<file path="src/rtl/id_ex_operand_stage_if.sv">
// ---------------------------------------------------------------------------
// id_ex_operand_stage_if
//   Bundle between the ID stage, the forwarding sources (EX/MEM, MEM/WB) and
//   the ALU for the ID/EX operand stage.
//
//   Handshake: an ID instruction (id_valid=1) is accepted on a rising clk
//   edge only when stall, flush and hazard_stall are all 0. When
//   hazard_stall=1 the producer must hold the same instruction on the ID
//   fields (IF/ID frozen) and re-present it on the next cycle. flush discards
//   whatever is presented; stall holds EX and also ignores ID that cycle.
//
//   modport master : ID/pipeline side (drives ID fields, stall/flush,
//                    forwarding sources; receives ALU operands and EX
//                    controls).
//   modport slave  : the operand stage itself.
// ---------------------------------------------------------------------------
interface id_ex_operand_stage_if #(
   parameter int DATA_W = 32,
   parameter int REG_AW = 5
);
   // pipeline control
   logic              stall;
   logic              flush;
   // decoded ID fields
   logic              id_valid;
   logic [REG_AW-1:0] id_rs;
   logic [REG_AW-1:0] id_rt;
   logic [DATA_W-1:0] id_rs_data;
   logic [DATA_W-1:0] id_rt_data;
   logic [15:0]       id_imm;
   logic              id_ext_sign;
   logic              id_alu_src;
   logic [3:0]        id_alu_ctr;
   logic [REG_AW-1:0] id_dst;
   logic              id_reg_write;
   logic              id_mem_read;
   logic              id_mem_write;
   // forwarding sources
   logic              exmem_reg_write;
   logic [REG_AW-1:0] exmem_dst;
   logic [DATA_W-1:0] exmem_result;
   logic              memwb_reg_write;
   logic [REG_AW-1:0] memwb_dst;
   logic [DATA_W-1:0] memwb_result;
   // to the ALU / downstream
   logic [3:0]        alu_ctr;
   logic [DATA_W-1:0] src_1;
   logic [DATA_W-1:0] src_2;
   logic [DATA_W-1:0] ex_store_data;
   logic              ex_valid;
   logic [REG_AW-1:0] ex_dst;
   logic              ex_reg_write;
   logic              ex_mem_read;
   logic              ex_mem_write;
   logic              hazard_stall;

   modport master (
      output stall, flush,
      output id_valid, id_rs, id_rt, id_rs_data, id_rt_data, id_imm,
      output id_ext_sign, id_alu_src, id_alu_ctr, id_dst,
      output id_reg_write, id_mem_read, id_mem_write,
      output exmem_reg_write, exmem_dst, exmem_result,
      output memwb_reg_write, memwb_dst, memwb_result,
      input  alu_ctr, src_1, src_2, ex_store_data,
      input  ex_valid, ex_dst, ex_reg_write, ex_mem_read, ex_mem_write,
      input  hazard_stall
   );

   modport slave (
      input  stall, flush,
      input  id_valid, id_rs, id_rt, id_rs_data, id_rt_data, id_imm,
      input  id_ext_sign, id_alu_src, id_alu_ctr, id_dst,
      input  id_reg_write, id_mem_read, id_mem_write,
      input  exmem_reg_write, exmem_dst, exmem_result,
      input  memwb_reg_write, memwb_dst, memwb_result,
      output alu_ctr, src_1, src_2, ex_store_data,
      output ex_valid, ex_dst, ex_reg_write, ex_mem_read, ex_mem_write,
      output hazard_stall
   );
endinterface

</file>
<file path="src/rtl/id_ex_operand_stage.sv">
// ---------------------------------------------------------------------------
// id_ex_operand_stage
//   ID/EX pipeline register plus EX operand selection / forwarding feeding
//   the ALU, with load-use (and, without forwarding, RAW) hazard detection.
//
//   Ports:
//     clk    rising-edge clock
//     rst_n  asynchronous active-low reset (clears all EX registers)
//     bus    id_ex_operand_stage_if.slave: ID fields, stall/flush, EX/MEM and
//            MEM/WB forwarding sources in; alu_ctr/src_1/src_2/ex_store_data,
//            registered EX controls and combinational hazard_stall out.
//
//   Build option: ALU_FORWARD_EN
//     defined   : operands forwarded from EX/MEM (priority) then MEM/WB;
//                 hazard_stall only for load-use.
//     undefined : operands are the registered regfile data; hazard_stall
//                 also covers any RAW dependency on EX or EX/MEM.
// ---------------------------------------------------------------------------
module id_ex_operand_stage #(
   parameter int DATA_W = 32,
   parameter int REG_AW = 5
) (
   input logic                  clk,
   input logic                  rst_n,
   id_ex_operand_stage_if.slave bus
);

   // EX-stage register contents; the all-zero value is the bubble
   // (ex_valid=0, no writes, alu_ctr=0000, operands 0).
   typedef struct packed {
      logic              valid;
      logic [REG_AW-1:0] rs;
      logic [REG_AW-1:0] rt;
      logic [REG_AW-1:0] dst;
      logic [DATA_W-1:0] rs_data;
      logic [DATA_W-1:0] rt_data;
      logic [DATA_W-1:0] imm_ext;
      logic              alu_src;
      logic [3:0]        alu_ctr;
      logic              reg_write;
      logic              mem_read;
      logic              mem_write;
   } ex_t;

   ex_t               ex_q, ex_d;
   logic [DATA_W-1:0] fwd_rs, fwd_rt;
   logic              rt_used;
   logic              load_use;
   logic              hazard;

   // ---------------- hazard detection ----------------
   // rt is a real source unless the instruction takes the immediate and is
   // not a store (stores always need rt as write data).
`ifdef ALU_FORWARD_EN
   always_comb begin
      rt_used  = !(bus.id_alu_src && !bus.id_mem_write);
      load_use = ex_q.valid && ex_q.mem_read && (ex_q.dst != '0) &&
                 ((ex_q.dst == bus.id_rs) || ((ex_q.dst == bus.id_rt) && rt_used));
      hazard   = bus.id_valid && load_use;
   end
`else
   logic raw_ex, raw_mem;
   always_comb begin
      rt_used  = !(bus.id_alu_src && !bus.id_mem_write);
      load_use = ex_q.valid && ex_q.mem_read && (ex_q.dst != '0) &&
                 ((ex_q.dst == bus.id_rs) || ((ex_q.dst == bus.id_rt) && rt_used));
      raw_ex   = ex_q.reg_write && (ex_q.dst != '0) &&
                 ((ex_q.dst == bus.id_rs) || ((ex_q.dst == bus.id_rt) && rt_used));
      raw_mem  = bus.exmem_reg_write && (bus.exmem_dst != '0) &&
                 ((bus.exmem_dst == bus.id_rs) || ((bus.exmem_dst == bus.id_rt) && rt_used));
      // MEM/WB is absent: the regfile writes before it is read.
      hazard   = bus.id_valid && (load_use || raw_ex || raw_mem);
   end
`endif

   // ---------------- operand forwarding ----------------
`ifdef ALU_FORWARD_EN
   always_comb begin
      // EX/MEM is newer than MEM/WB, so it wins when both match.
      fwd_rs = ex_q.rs_data;
      if (bus.exmem_reg_write && (ex_q.rs != '0) && (bus.exmem_dst == ex_q.rs))
         fwd_rs = bus.exmem_result;
      else if (bus.memwb_reg_write && (ex_q.rs != '0) && (bus.memwb_dst == ex_q.rs))
         fwd_rs = bus.memwb_result;

      fwd_rt = ex_q.rt_data;
      if (bus.exmem_reg_write && (ex_q.rt != '0) && (bus.exmem_dst == ex_q.rt))
         fwd_rt = bus.exmem_result;
      else if (bus.memwb_reg_write && (ex_q.rt != '0) && (bus.memwb_dst == ex_q.rt))
         fwd_rt = bus.memwb_result;
   end
`else
   assign fwd_rs = ex_q.rs_data;
   assign fwd_rt = ex_q.rt_data;
   // Source indices and result buses only matter when forwarding is built in.
   logic unused_fwd;
   assign unused_fwd = ^{ex_q.rs, ex_q.rt, bus.exmem_result,
                         bus.memwb_reg_write, bus.memwb_dst, bus.memwb_result};
`endif

   // ---------------- next EX contents ----------------
   // Priority: flush > stall > hazard > capture (invalid ID captures a bubble).
   always_comb begin
      ex_d = ex_q;
      if (bus.flush) begin
         ex_d = '0;
      end else if (bus.stall) begin
         ex_d = ex_q;
      end else if (hazard || !bus.id_valid) begin
         ex_d = '0;
      end else begin
         ex_d.valid     = 1'b1;
         ex_d.rs        = bus.id_rs;
         ex_d.rt        = bus.id_rt;
         ex_d.dst       = bus.id_dst;
         ex_d.rs_data   = bus.id_rs_data;
         ex_d.rt_data   = bus.id_rt_data;
         ex_d.imm_ext   = bus.id_ext_sign ? {{(DATA_W-16){bus.id_imm[15]}}, bus.id_imm}
                                          : {{(DATA_W-16){1'b0}}, bus.id_imm};
         ex_d.alu_src   = bus.id_alu_src;
         ex_d.alu_ctr   = bus.id_alu_ctr;
         ex_d.reg_write = bus.id_reg_write;
         ex_d.mem_read  = bus.id_mem_read;
         ex_d.mem_write = bus.id_mem_write;
      end
   end

   always_ff @(posedge clk or negedge rst_n) begin
      if (!rst_n) ex_q <= '0;
      else        ex_q <= ex_d;
   end

   // ---------------- outputs ----------------
   assign bus.alu_ctr       = ex_q.alu_ctr;
   assign bus.src_1         = fwd_rs;
   assign bus.src_2         = ex_q.alu_src ? ex_q.imm_ext : fwd_rt;
   assign bus.ex_store_data = fwd_rt;
   assign bus.ex_valid      = ex_q.valid;
   assign bus.ex_dst        = ex_q.dst;
   assign bus.ex_reg_write  = ex_q.reg_write;
   assign bus.ex_mem_read   = ex_q.mem_read;
   assign bus.ex_mem_write  = ex_q.mem_write;
   assign bus.hazard_stall  = hazard;

endmodule

</file>
<file path="src/flat_wrapper.sv">
// flat-port wrapper written by rule: the top's interface ports become plain ports
module id_ex_operand_stage_flat 
#(
   parameter int DATA_W = 32,
   parameter int REG_AW = 5
)
  (clk, rst_n, bus_stall, bus_flush, bus_id_valid, bus_id_rs, bus_id_rt, bus_id_rs_data, bus_id_rt_data, bus_id_imm, bus_id_ext_sign, bus_id_alu_src, bus_id_alu_ctr, bus_id_dst, bus_id_reg_write, bus_id_mem_read, bus_id_mem_write, bus_exmem_reg_write, bus_exmem_dst, bus_exmem_result, bus_memwb_reg_write, bus_memwb_dst, bus_memwb_result, bus_alu_ctr, bus_src_1, bus_src_2, bus_ex_store_data, bus_ex_valid, bus_ex_dst, bus_ex_reg_write, bus_ex_mem_read, bus_ex_mem_write, bus_hazard_stall);
  id_ex_operand_stage_if #(.DATA_W(DATA_W), .REG_AW(REG_AW)) bus_i ();
  input logic clk;
  input logic rst_n;
  input wire logic [$bits(bus_i.stall)-1:0] bus_stall;
  input wire logic [$bits(bus_i.flush)-1:0] bus_flush;
  input wire logic [$bits(bus_i.id_valid)-1:0] bus_id_valid;
  input wire logic [$bits(bus_i.id_rs)-1:0] bus_id_rs;
  input wire logic [$bits(bus_i.id_rt)-1:0] bus_id_rt;
  input wire logic [$bits(bus_i.id_rs_data)-1:0] bus_id_rs_data;
  input wire logic [$bits(bus_i.id_rt_data)-1:0] bus_id_rt_data;
  input wire logic [$bits(bus_i.id_imm)-1:0] bus_id_imm;
  input wire logic [$bits(bus_i.id_ext_sign)-1:0] bus_id_ext_sign;
  input wire logic [$bits(bus_i.id_alu_src)-1:0] bus_id_alu_src;
  input wire logic [$bits(bus_i.id_alu_ctr)-1:0] bus_id_alu_ctr;
  input wire logic [$bits(bus_i.id_dst)-1:0] bus_id_dst;
  input wire logic [$bits(bus_i.id_reg_write)-1:0] bus_id_reg_write;
  input wire logic [$bits(bus_i.id_mem_read)-1:0] bus_id_mem_read;
  input wire logic [$bits(bus_i.id_mem_write)-1:0] bus_id_mem_write;
  input wire logic [$bits(bus_i.exmem_reg_write)-1:0] bus_exmem_reg_write;
  input wire logic [$bits(bus_i.exmem_dst)-1:0] bus_exmem_dst;
  input wire logic [$bits(bus_i.exmem_result)-1:0] bus_exmem_result;
  input wire logic [$bits(bus_i.memwb_reg_write)-1:0] bus_memwb_reg_write;
  input wire logic [$bits(bus_i.memwb_dst)-1:0] bus_memwb_dst;
  input wire logic [$bits(bus_i.memwb_result)-1:0] bus_memwb_result;
  output wire logic [$bits(bus_i.alu_ctr)-1:0] bus_alu_ctr;
  output wire logic [$bits(bus_i.src_1)-1:0] bus_src_1;
  output wire logic [$bits(bus_i.src_2)-1:0] bus_src_2;
  output wire logic [$bits(bus_i.ex_store_data)-1:0] bus_ex_store_data;
  output wire logic [$bits(bus_i.ex_valid)-1:0] bus_ex_valid;
  output wire logic [$bits(bus_i.ex_dst)-1:0] bus_ex_dst;
  output wire logic [$bits(bus_i.ex_reg_write)-1:0] bus_ex_reg_write;
  output wire logic [$bits(bus_i.ex_mem_read)-1:0] bus_ex_mem_read;
  output wire logic [$bits(bus_i.ex_mem_write)-1:0] bus_ex_mem_write;
  output wire logic [$bits(bus_i.hazard_stall)-1:0] bus_hazard_stall;
  assign bus_i.stall = bus_stall;
  assign bus_i.flush = bus_flush;
  assign bus_i.id_valid = bus_id_valid;
  assign bus_i.id_rs = bus_id_rs;
  assign bus_i.id_rt = bus_id_rt;
  assign bus_i.id_rs_data = bus_id_rs_data;
  assign bus_i.id_rt_data = bus_id_rt_data;
  assign bus_i.id_imm = bus_id_imm;
  assign bus_i.id_ext_sign = bus_id_ext_sign;
  assign bus_i.id_alu_src = bus_id_alu_src;
  assign bus_i.id_alu_ctr = bus_id_alu_ctr;
  assign bus_i.id_dst = bus_id_dst;
  assign bus_i.id_reg_write = bus_id_reg_write;
  assign bus_i.id_mem_read = bus_id_mem_read;
  assign bus_i.id_mem_write = bus_id_mem_write;
  assign bus_i.exmem_reg_write = bus_exmem_reg_write;
  assign bus_i.exmem_dst = bus_exmem_dst;
  assign bus_i.exmem_result = bus_exmem_result;
  assign bus_i.memwb_reg_write = bus_memwb_reg_write;
  assign bus_i.memwb_dst = bus_memwb_dst;
  assign bus_i.memwb_result = bus_memwb_result;
  assign bus_alu_ctr = bus_i.alu_ctr;
  assign bus_src_1 = bus_i.src_1;
  assign bus_src_2 = bus_i.src_2;
  assign bus_ex_store_data = bus_i.ex_store_data;
  assign bus_ex_valid = bus_i.ex_valid;
  assign bus_ex_dst = bus_i.ex_dst;
  assign bus_ex_reg_write = bus_i.ex_reg_write;
  assign bus_ex_mem_read = bus_i.ex_mem_read;
  assign bus_ex_mem_write = bus_i.ex_mem_write;
  assign bus_hazard_stall = bus_i.hazard_stall;
  id_ex_operand_stage #(.DATA_W(DATA_W), .REG_AW(REG_AW)) u_core (.clk(clk), .rst_n(rst_n), .bus(bus_i));
endmodule
</file>
<file path="config.mk">
export PLATFORM = sky130hd
export DESIGN_NAME = id_ex_operand_stage_flat
export DESIGN_NICKNAME = d
export VERILOG_FILES = /design/src/rtl/id_ex_operand_stage_if.sv /design/src/rtl/id_ex_operand_stage.sv /design/src/flat_wrapper.sv
export SDC_FILE = /design/constraint.sdc
export NUM_CORES = 1
export LEC_CHECK = 0
export BUFFER_PORTS_ARGS = -buffer_cell sky130_fd_sc_hd__buf_4
export CAP_MARGIN = 10
export CORE_AREA = 2 2 114 116
export CTS_CLUSTER_DIAMETER = 120
export DETAILED_ROUTE_END_ITERATION = 10
export DIE_AREA = 0 0 116 118
export PLACE_DENSITY = 0.82
export SYNTH_ARGS = -nofsm -noshare
export SYNTH_HDL_FRONTEND = slang
export SYNTH_SLANG_ARGS = --single-unit
</file>
<file path="constraint.sdc">
create_clock -name clk -period 5.4 [get_ports clk]
set_input_delay 1.08 -clock clk [delete_from_list [all_inputs] [get_ports clk]]
set_output_delay 1.08 -clock clk [all_outputs]
set_load 0.005 [all_outputs]
</file>
==> reports/metrics.yaml, run 1 <==
fin_crit_ns: 3.53
track_usage_pct: 17.3
vias: 3714
crit_type: "in2out"
synth.largest_area_cell: "dfrtp_1"
path_clk_slew_ns: 0.06
p_seq_share_pct: 48.9
p_sw_uw: 368
nNetsFinal: 705
hold_path.class: "reg2reg"
gp_congestion: 0.816
dieArea_um2: 13700
final_common_cell: "buf_4"
cp.arrival_ns: 2.45
fmax_mhz: 283
cp_common_cell: "buf_4"
worstSkewPairLatency_ns: 0.34
final-hold-violation-count: 0
die_w_um: 116
dp_hpwl_um: 8610
remaining_drc_errors: 0
port_buffers: 224
rows: 41
fin_util_pct: 49.6
start_kind: "primary input"
cts_root_buf: "clkbuf_16"
synth_seq_cells: 95
n_antenna_cell: 0
hold_buffers: 0
grt_max_degree: 96
skew_ns: 0.00933
path_delay_family: "compound AO/OA/AOI/OAI gates"
status: "complete, no violations"
cp_cell_sequence: "buf_4, xor2_1, nor4_1, a32oi_1, o32a_2, nor2b_1, buf_4"
slew_violations: 0
htree_levels: 3
drt_iter0_drc: 217
fin_crit_sh_pct: 65.4
grt_pass1_vias: 3729
synth.cell_area_um2: 4680
clockPowerShare_pct: 36.3
cts_setup_buffers: 0
clk_path_buf_depth: 2
swShare_pct: 23.7
synth_area_per_cell_um2: 12.0
cp-end-kind: "output port"
yosysWarnings: 0
crit_required_ns: 4.32
initial_core_util_pct: 37.7
synthTopCellsByArea: "dfrtp_1, a32o_1, buf_4, mux2_2, xor2_1"
area_delta_synth_final_pct: 31.5
syn_nets: 574
tightest_slew_ns: 1.02
wire_per_inst_um: 17.5
ant_nets: 0
die_h_um: 118
finalSetupViolCount: 0
drive_gt1_share_pct: 49.8
worstPathMaxFanout: 2
mostFrequentLayoutCells: "buf_4, dfrtp_1, a32o_1"
grt_overflow: 0
cp_num_buf_inv: 2
setup-tns-final_ns: 0
synth_cell_types: 23
seq_area_frac_synth_pct: 50.8
postPlaceCellArea_um2: 5900
antenna_found_initial: 0
slowest_stage: "o32a_2"
vdd_ir_drop_max_v: 0.000144
p_int_mw: 1.19
ioPinCount: 295
slew_headroom_pct: 32.1
tritoncts: "yes"
critPathMaxStageDelay_ns: 0.43
cts.repair.resized: 0
firstDrtPassIters: 4
power.density_nw_per_um2: 253
cts_buffers: 9
grt_pass1_wl_um: 18700
cts_sinks: 95
synthCells: 389
final_design_area_no_fill_um2: 6150
p_comb_share_pct: 14.8
rsz0062_at_grt: "false"
cap_violations: 0
power.leakage_nw: 3.04
core_um2: 12400
vias_per_cell: 5.35
routed_wl_um: 12100
netlist.area_leader.share_pct: 50.8
synth_stat cells:
cell      count
a21oi_1       1
a22o_1        1
a32o_1       94
a32oi_1       2
buf_2         5
buf_4        73
buf_6         5
clkbuf_1     26
dfrtp_1      95
inv_1        16
mux2_2       16
nand2_1       2
nand2b_1      1
nor2_1        3
nor2b_1       3
nor3_1        3
nor3b_1       1
nor4_1        2
o21ai_0      17
o32a_1        1
or4_1         2
xnor2_1       2
xor2_1       18
logic make-up (layout without fill, tap and decap cells):
kind of cell,Yosys count,count (layout),share of synthesized area (%)
xor gates and xnor gates,20,20,3.74
buffers and inverters,125,258,16.8
AOI/OAI and AO/OA,116,116,22.8
and+or+nand+nor,17,17,2.00
DFF,95,95,50.8
muxes,16,16,3.85
final cells by class:
type                    instances  area (um^2)
fillers                      1144         6260
inverters                      16         60.1
well taps                     172          215
repair buffers                229         1720
clock inverters                 2         10.0
flip-flops and latches         95         2380
multi-input cells             169         1530
clock buffers                  11          243
power groups by stage:
stage | logic (mW) | registers (mW) | clock network (mW)
2_1_floorplan | 0.113 | 0.767 | 0
4_1_cts | 0.233 | 0.760 | 0.579
3_5_place_dp | 0.233 | 0.773 | 0
5_1_grt | 0.250 | 0.763 | 0.616
3_3_place_gp | 0.227 | 0.771 | 0
6_report | 0.231 | 0.760 | 0.564
path summary, 6_finish.rpt:
check                                startpoint                            to  slack (ns)  cells past startpoint
min in group asynchronous                 rst_n  u_core.bus.ex_store_data[21]        0.72                      1
min                             u_core.ex_q[23]               u_core.ex_q[23]        0.49                      1
max reg2reg                u_core.bus.ex_dst[4]  u_core.bus.ex_store_data[17]        2.85                      6
max                                bus_id_rt[4]              bus_hazard_stall        1.87                      7
min reg2reg                     u_core.ex_q[23]               u_core.ex_q[23]        0.49                      1
max in group asynchronous                 rst_n               u_core.ex_q[15]        3.57                      2
per-layer routing:
layer | vias to the layer above | track usage (%) | share of wire, %
met5 | - | 0 | 0
met4 | 0 | 5.95 | 2.6
met3 | 30 | 6.13 | 8.3
met2 | 186 | 28.2 | 48
met1 | 1844 | 21.1 | 41
li1 | 1654 | - | -
registers in the layout, summed over array words and instances, names as in the netlist, 4 cells and up:
name,count
u_core.bus.alu_ctr,4
u_core.bus.ex_dst,5
u_core.bus.ex_store_data,32
u_core.bus.src_1,32
u_core.ex_q,18
through the flow:
| stage | power [mW] | setup slack [ns] | std cells | hold WS, ns |
|---|---|---|---|---|
| floorplan | 0.880 | 1.87 | 389 | 0.460 |
| global placement | 0.997 | 1.86 | 681 | 0.471 |
| detailed placement | 1.01 | 1.87 | 681 | 0.477 |
| CTS | 1.57 | 1.86 | 694 | 0.490 |
| global route | 1.63 | 1.81 | 694 | 0.510 |
| finish | 1.56 | 1.87 | 694 | 0.487 |
Power figures use the tool's default switching activity.
==> run 2, diff against run 1 <==
- clock period: 5.4 -> 3.6 ns (I/O delays scaled with it)
==> run 2 against run 1 <==
Setup slack worse by 1.1 ns. Cell count up 0.43%. Cell area up 0.85%. First-iteration DRC count up 34%. Worst hold slack worse by 0.17 ns. Clock skew down 0.0025 ns. Flip-flop and latch count unchanged. Sequential power up 50%. Non-clock buffer count up 1. Utilization up 0.42 points. Critical path depth down 1. Routed wire length up 0.49%.
==> reports/metrics.yaml, run 2 (synthesis results as in run 1) <==
r2r_start: "u_core.bus.ex_dst[4]"
cp.arrival_ns: 2.13  # -0.32 ns
power.leakage_nw: 3.07  # +0.95%
grt_max_degree: 96  # unchanged
dieArea_um2: 13700  # unchanged
die_w_um: 116  # unchanged
start_kind: "register"
cp-end-kind: "output port"
htree_levels: 3  # unchanged
vdd_ir_drop_max_v: 0.000205  # +42%
final_common_cell: "buf_4"
area_delta_synth_final_pct: 32.6
remaining_drc_errors: 0  # unchanged
cts_root_buf: "clkbuf_16"
hold_path.class: "in2async"
worstSkewPairLatency_ns: 0.34  # about the same
hold_buffers: 0  # unchanged
rsz0062_at_grt: "false"
grt_pass1_vias: 3726  # -0.080%
port_buffers: 224  # unchanged
postPlaceCellArea_um2: 5910  # +0.13%
tightest_slew_ns: 1.04  # +0.0244 ns
vias: 3738  # +0.65%
grt_overflow: 0  # unchanged
cts_sinks: 95  # unchanged
final-hold-violation-count: 0  # unchanged
worstPathMaxFanout: 5  # +3
fin_crit_ns: 2.85
dp_worst_setup_slack_ns: 0.709  # -1.16 ns
fmax_mhz: 351
grt_pass1_wl_um: 19000  # +1.4%
routed_wl_um: 12200  # +0.49%
fin_util_pct: 50.0  # +0.42 points
die_h_um: 118  # unchanged
cp_cell_sequence: "xor2_1, nor4_1, a32oi_1, o32a_2, nor2b_1, buf_4"
final_design_area_no_fill_um2: 6210  # +0.85%
slowest_stage: "dfrtp_1"
vias_per_cell: 5.36  # +0.21%
firstDrtPassIters: 4  # unchanged
drt_iter0_drc: 291  # +34%
finalSetupViolCount: 0  # unchanged
hold_slack_ns: 0.319  # -0.169 ns
ioPinCount: 295  # unchanged
ant_nets: 0  # unchanged
crit_type: "reg2out"
tritoncts: "yes"
nNetsFinal: 706  # +0.14%
rows: 41  # unchanged
track_usage_pct: 17.4  # +0.054 points
critPathMaxStageDelay_ns: 0.46  # +0.03 ns
dp_hpwl_um: 8440  # -2.0%
fin_crit_sh_pct: 79.1
cts_buffers: 9  # unchanged
crit_required_ns: 2.88  # -1.44 ns
power.density_nw_per_um2: 392  # +55%
clk_path_buf_depth: 2  # unchanged
multi_input_comb_area_um2: 1530  # unchanged
cts.repair.resized: 0  # unchanged
initial_core_util_pct: 37.7  # unchanged
slew_headroom_pct: 30.6  # -1.5 points
antenna_found_initial: 0  # unchanged
worst_slack_ns: 0.751  # -1.12 ns
mostFrequentLayoutCells: "buf_4, dfrtp_1, a32o_1"
fillCellCount: 1102  # -3.7%
cap_violations: 0  # unchanged
wire_per_inst_um: 17.5  # about the same
gp_congestion: 0.790  # -3.2%
path_clk_slew_ns: 0.06  # about the same
skew_ns: 0.00685  # -0.00248 ns
slew_violations: 0  # unchanged
drive_gt1_share_pct: 50.3  # +0.48 points
setup-tns-final_ns: 0  # unchanged
cts_setup_buffers: 0  # unchanged
n_antenna_cell: 0  # unchanged
status: "complete, no violations"
regArea_um2: 2380  # unchanged
core_um2: 12400  # unchanged
crit_start: "u_core.bus.ex_dst[4]"
[run 2: worst max-delay path, delay by kind of cell (launching register included)]
family | cells | cell delay [ns]
flops | 1 | 0.46
xor+xnor | 1 | 0.19
buf+inv | 1 | 0.12
compound gates | 2 | 0.60
simple gates | 2 | 0.43
[run 2: final timing paths]
path                            depth (start not counted)  slack [ns]                            to
worst max register to register                          6        1.02         u_core.bus.alu_ctr[1]
worst min-delay path                                    1        0.32  u_core.bus.ex_store_data[21]
max in group asynchronous                               2        2.45   u_core.bus.ex_store_data[9]
min in group clk                                        1        0.49               u_core.ex_q[19]
worst max-delay path                                    6        0.75              bus_hazard_stall
worst min register to register                          1        0.49               u_core.ex_q[19]
[run 2: per-layer routing]
layer | vias up | global-route usage (%) | wire, um
li1 | 1664 | - | -
met1 | 1869 | 22.1 | 4900
met2 | 186 | 27.8 | 5970
met3 | 19 | 4.48 | 1080
met4 | 0 | 7.29 | 237
met5 | - | 0 | 0
[run 2: stage by stage]
stage               std cells  power, mW
floorplan                 389       1.32
global placement          682       1.50
detailed placement        682       1.51
CTS                       697       2.47
global route              697       2.55
finish                    697       2.43
[run 2: report_power, final]
part	leakage (nW)	total [mW]	switching [mW]	internal (mW)
clock	0.151	0.945	0.377	0.568
combinational	1.62	0.348	0.149	0.199
sequential	1.30	1.14	0.0305	1.11
total	3.07	2.43	0.556	1.88
[run 2: layout make-up]
| type | instances | share of cell area [%] |
|---|---|---|
| Clock buffer | 11 | 4.07 |
| Clock inverter | 4 | 0.726 |
| Inverter | 16 | 0.968 |
| Multi-Input combinational cell | 169 | 24.7 |
| Sequential cell | 95 | 38.3 |
| Tap cell | 172 | 3.47 |
| Timing Repair Buffer | 230 | 27.8 |
==> run 3, diff against run 2 <==
- ABC_AREA: default -> 1
- CORE_AREA: 2 2 114 116 -> default
- CORE_ASPECT_RATIO: default -> 2
- CORE_MARGIN: default -> 2
- CORE_UTILIZATION: default -> 39
- DIE_AREA: 0 0 116 118 -> default
- PLACE_DENSITY: 0.82 -> 0.86
- clock period: 3.6 -> 2.4 ns (I/O delays scaled with it)
==> run 3 against run 2 <==
Sequential share of layout area decreased by 0.94 points. Area after synthesis is 3.4% higher. Cell area increased by 2.5%. Worst hold slack worse by 0.31 ns. Highest routed layer unchanged. Total power grew 47%. Flip-flop and latch count stayed put. Sequential power increased by 49%. Largest power group unchanged. Cell count grew 33%. Routed wire length rose by 11%. Clock skew grew 0.0025 ns.
==> reports/metrics.yaml, run 3 <==
final_common_cell: "nand2_1"
tritoncts: "yes"
synth.cell_area_um2: 4840  # +3.4%
start_kind: "register"
fin_crit_sh_pct: 93.4
synth_area_per_cell_um2: 7.67  # -36%
track_usage_pct: 20.2  # +2.9 points
cts_buffers: 9  # unchanged
hold_buffers: 0  # unchanged
critPathMaxStageDelay_ns: 0.47  # about the same
path_clk_slew_ns: 0.07  # about the same
dp_hpwl_um: 10100  # +19%
antenna_found_initial: 0  # unchanged
core_um2: 12100  # -2.3%
final_design_area_no_fill_um2: 6360  # +2.5%
cp_common_cell: "nand2_1"
n_antenna_cell: 0  # unchanged
vias: 4310  # +15%
status: "complete, no violations"
worstSkewPairLatency_ns: 0.34  # about the same
synth.largest_area_cell: "dfrtp_1"
fin_crit_ns: 2.24
final-hold-violation-count: 0  # unchanged
slowest_stage: "dfrtp_1"
dp_worst_setup_slack_ns: 0.446  # -0.263 ns
area_delta_synth_final_pct: 31.5
hold_path.class: "in2async"
nNetsFinal: 958  # +36%
rows: 57  # +39%
grt_overflow: 0  # unchanged
cp-end-kind: "output port"
remaining_drc_errors: 0  # unchanged
power.leakage_nw: 3.58  # +17%
tightest_slew_ns: 0.611  # -0.431 ns
yosysMostFrequentCell: "nand2_1"
synthTopCellsByArea: "dfrtp_1, nand2_1, buf_4, o21ai_0, inv_1"
seq_area_frac_synth_pct: 49.1  # -1.7 points
cts_sinks: 95  # unchanged
synth_cell_types: 16  # -30%
cp_cell_sequence: "inv_2, nand2_1, o21ai_1, nor2_1, nand3_1, nand2_1, nand2_1, a21boi_0, buf_4"
power.density_nw_per_um2: 561  # +43%
grt_pass1_wl_um: 20600  # +8.2%
wire_per_inst_um: 14.7  # -16%
rsz0062_at_grt: "false"
cp.arrival_ns: 1.76  # -0.37 ns
die_h_um: 162  # +37%
synthTopCellsByCount: "nand2_1, dfrtp_1, buf_4, o21ai_0, inv_1"
fmax_mhz: 446
mostFrequentLayoutCells: "nand2_1, buf_4, dfrtp_1"
port_buffers: 224  # unchanged
worst_slack_ns: 0.159  # -0.592 ns
gp_congestion: 0.840  # +6.3%
cts.repair.resized: 0  # unchanged
synthArstFlopShare_pct: 100  # unchanged
regArea_um2: 2380  # unchanged
synth_ff_type: "dfrtp_1"
finalSetupViolCount: 0  # unchanged
vdd_ir_drop_max_v: 0.000406  # +98%
cts_setup_buffers: 0  # unchanged
multi_input_comb_area_um2: 1560  # +2.1%
fillCellCount: 1165  # +5.7%
synthCells: 631  # +62%
hold_slack_ns: 0.0104  # -0.308 ns
synth_edf_count: 0  # unchanged
clk_path_buf_depth: 2  # unchanged
slew_headroom_pct: 59.3  # +29 points
slew_violations: 0  # unchanged
initial_core_util_pct: 39.9  # +2.2 points
drt_iter0_drc: 311  # +6.9%
grt_max_degree: 79  # -18%
die_w_um: 82.8  # -29%
vias_per_cell: 4.66  # -13%
routed_wl_um: 13600  # +11%
crit_type: "reg2out"
drive_gt1_share_pct: 32.3  # -18 points
postPlaceCellArea_um2: 6090  # +3.0%
ioPinCount: 295  # unchanged
crit_required_ns: 1.92  # -0.96 ns
cts_root_buf: "clkbuf_16"
yosysWarnings: 0  # unchanged
worstPathMaxFanout: 5  # unchanged
netlist.area_leader.share_pct: 49.1  # -1.7 points
synth_seq_cells: 95  # unchanged
syn_nets: 816  # +42%
ant_nets: 0  # unchanged
dieArea_um2: 13400  # -2.3%
firstDrtPassIters: 4  # unchanged
cap_violations: 0  # unchanged
skew_ns: 0.00930  # +0.00245 ns
setup-tns-final_ns: 0  # unchanged
grt_pass1_vias: 4215  # +13%
htree_levels: 3  # unchanged
[run 3: cell count changes after synthesis, moves of 6 or more]
cell,change
nor2_1,+12
nand3_1,+6
clkbuf_1,-11
xor2_1,-18
mux2_2,-16
o21ai_1,+8
inv_1,+35
a32o_1,-94
nand2_1,+278
o21ai_0,+50
[run 3: final cells by class]
class | count | area share [%]
clock inverter | 4 | 0.492
inverter | 56 | 3.30
timing repair buffer | 230 | 27.5
multi-input combinational | 381 | 24.6
tap | 147 | 2.89
sequential | 95 | 37.4
clock buffer | 12 | 3.87
[run 3: critical path, delay by kind of cell (launching register included)]
kind | cells | cell delay, ns
AND/OR/NAND/NOR | 5 | 0.49
flip-flops | 1 | 0.47
AO/OA/AOI/OAI | 2 | 0.23
buffers and inverters | 2 | 0.24
[run 3: where the power goes]
part / total [mW] / switching (mW) / internal (mW)
registers: 1.70 / 0.0380 / 1.66
logic: 0.521 / 0.252 / 0.269
clock network: 1.35 / 0.615 / 0.734
total: 3.57 / 0.905 / 2.67
[run 3: cells by family (layout without fill, tap and decap cells)]
family / count (synthesis) / count (layout) / synth area share [%]
and+or+nand+nor: 303 / 303 / 23.8
buffers and inverters: 155 / 302 / 18.9
DFF: 95 / 95 / 49.1
AOI/OAI and AO/OA: 76 / 76 / 7.91
xor gates and xnor gates: 2 / 2 / 0.362
[run 3: worst paths after layout]
kind,slack [ns],cells after the start,to,start
min in group clk,0.33,3,u_core.bus.src_1[26],bus_id_rs_data[26]
max reg2reg,0.55,12,u_core.bus.ex_store_data[8],u_core.bus.ex_dst[4]
min reg2reg,0.48,2,u_core.bus.src_1[23],u_core.bus.src_1[23]
min,0.01,1,u_core.bus.src_1[7],rst_n
max,0.16,9,bus_hazard_stall,u_core.bus.ex_dst[4]
max in group asynchronous,1.67,2,u_core.bus.ex_dst[4],rst_n
[run 3: per-layer routing]
metal	GRT usage, %	vias to the layer above	routed length, um
met2	34.9	182	7020
met3	3.91	25	768
met4	9.39	0	422
met1	23.3	1977	5380
met5	0	-	0
li1	-	2126	-
[run 3: stage by stage]
step | instances | util, % | total power [mW]
final | 925 | 52.5 | 3.57
after global routing | 925 | 52.5 | 3.74
after CTS | 925 | 52.5 | 3.62
after detailed placement | 909 | 50.2 | 2.26
after global placement | 909 | 50.2 | 2.25
after floorplan | 631 | - | 1.96
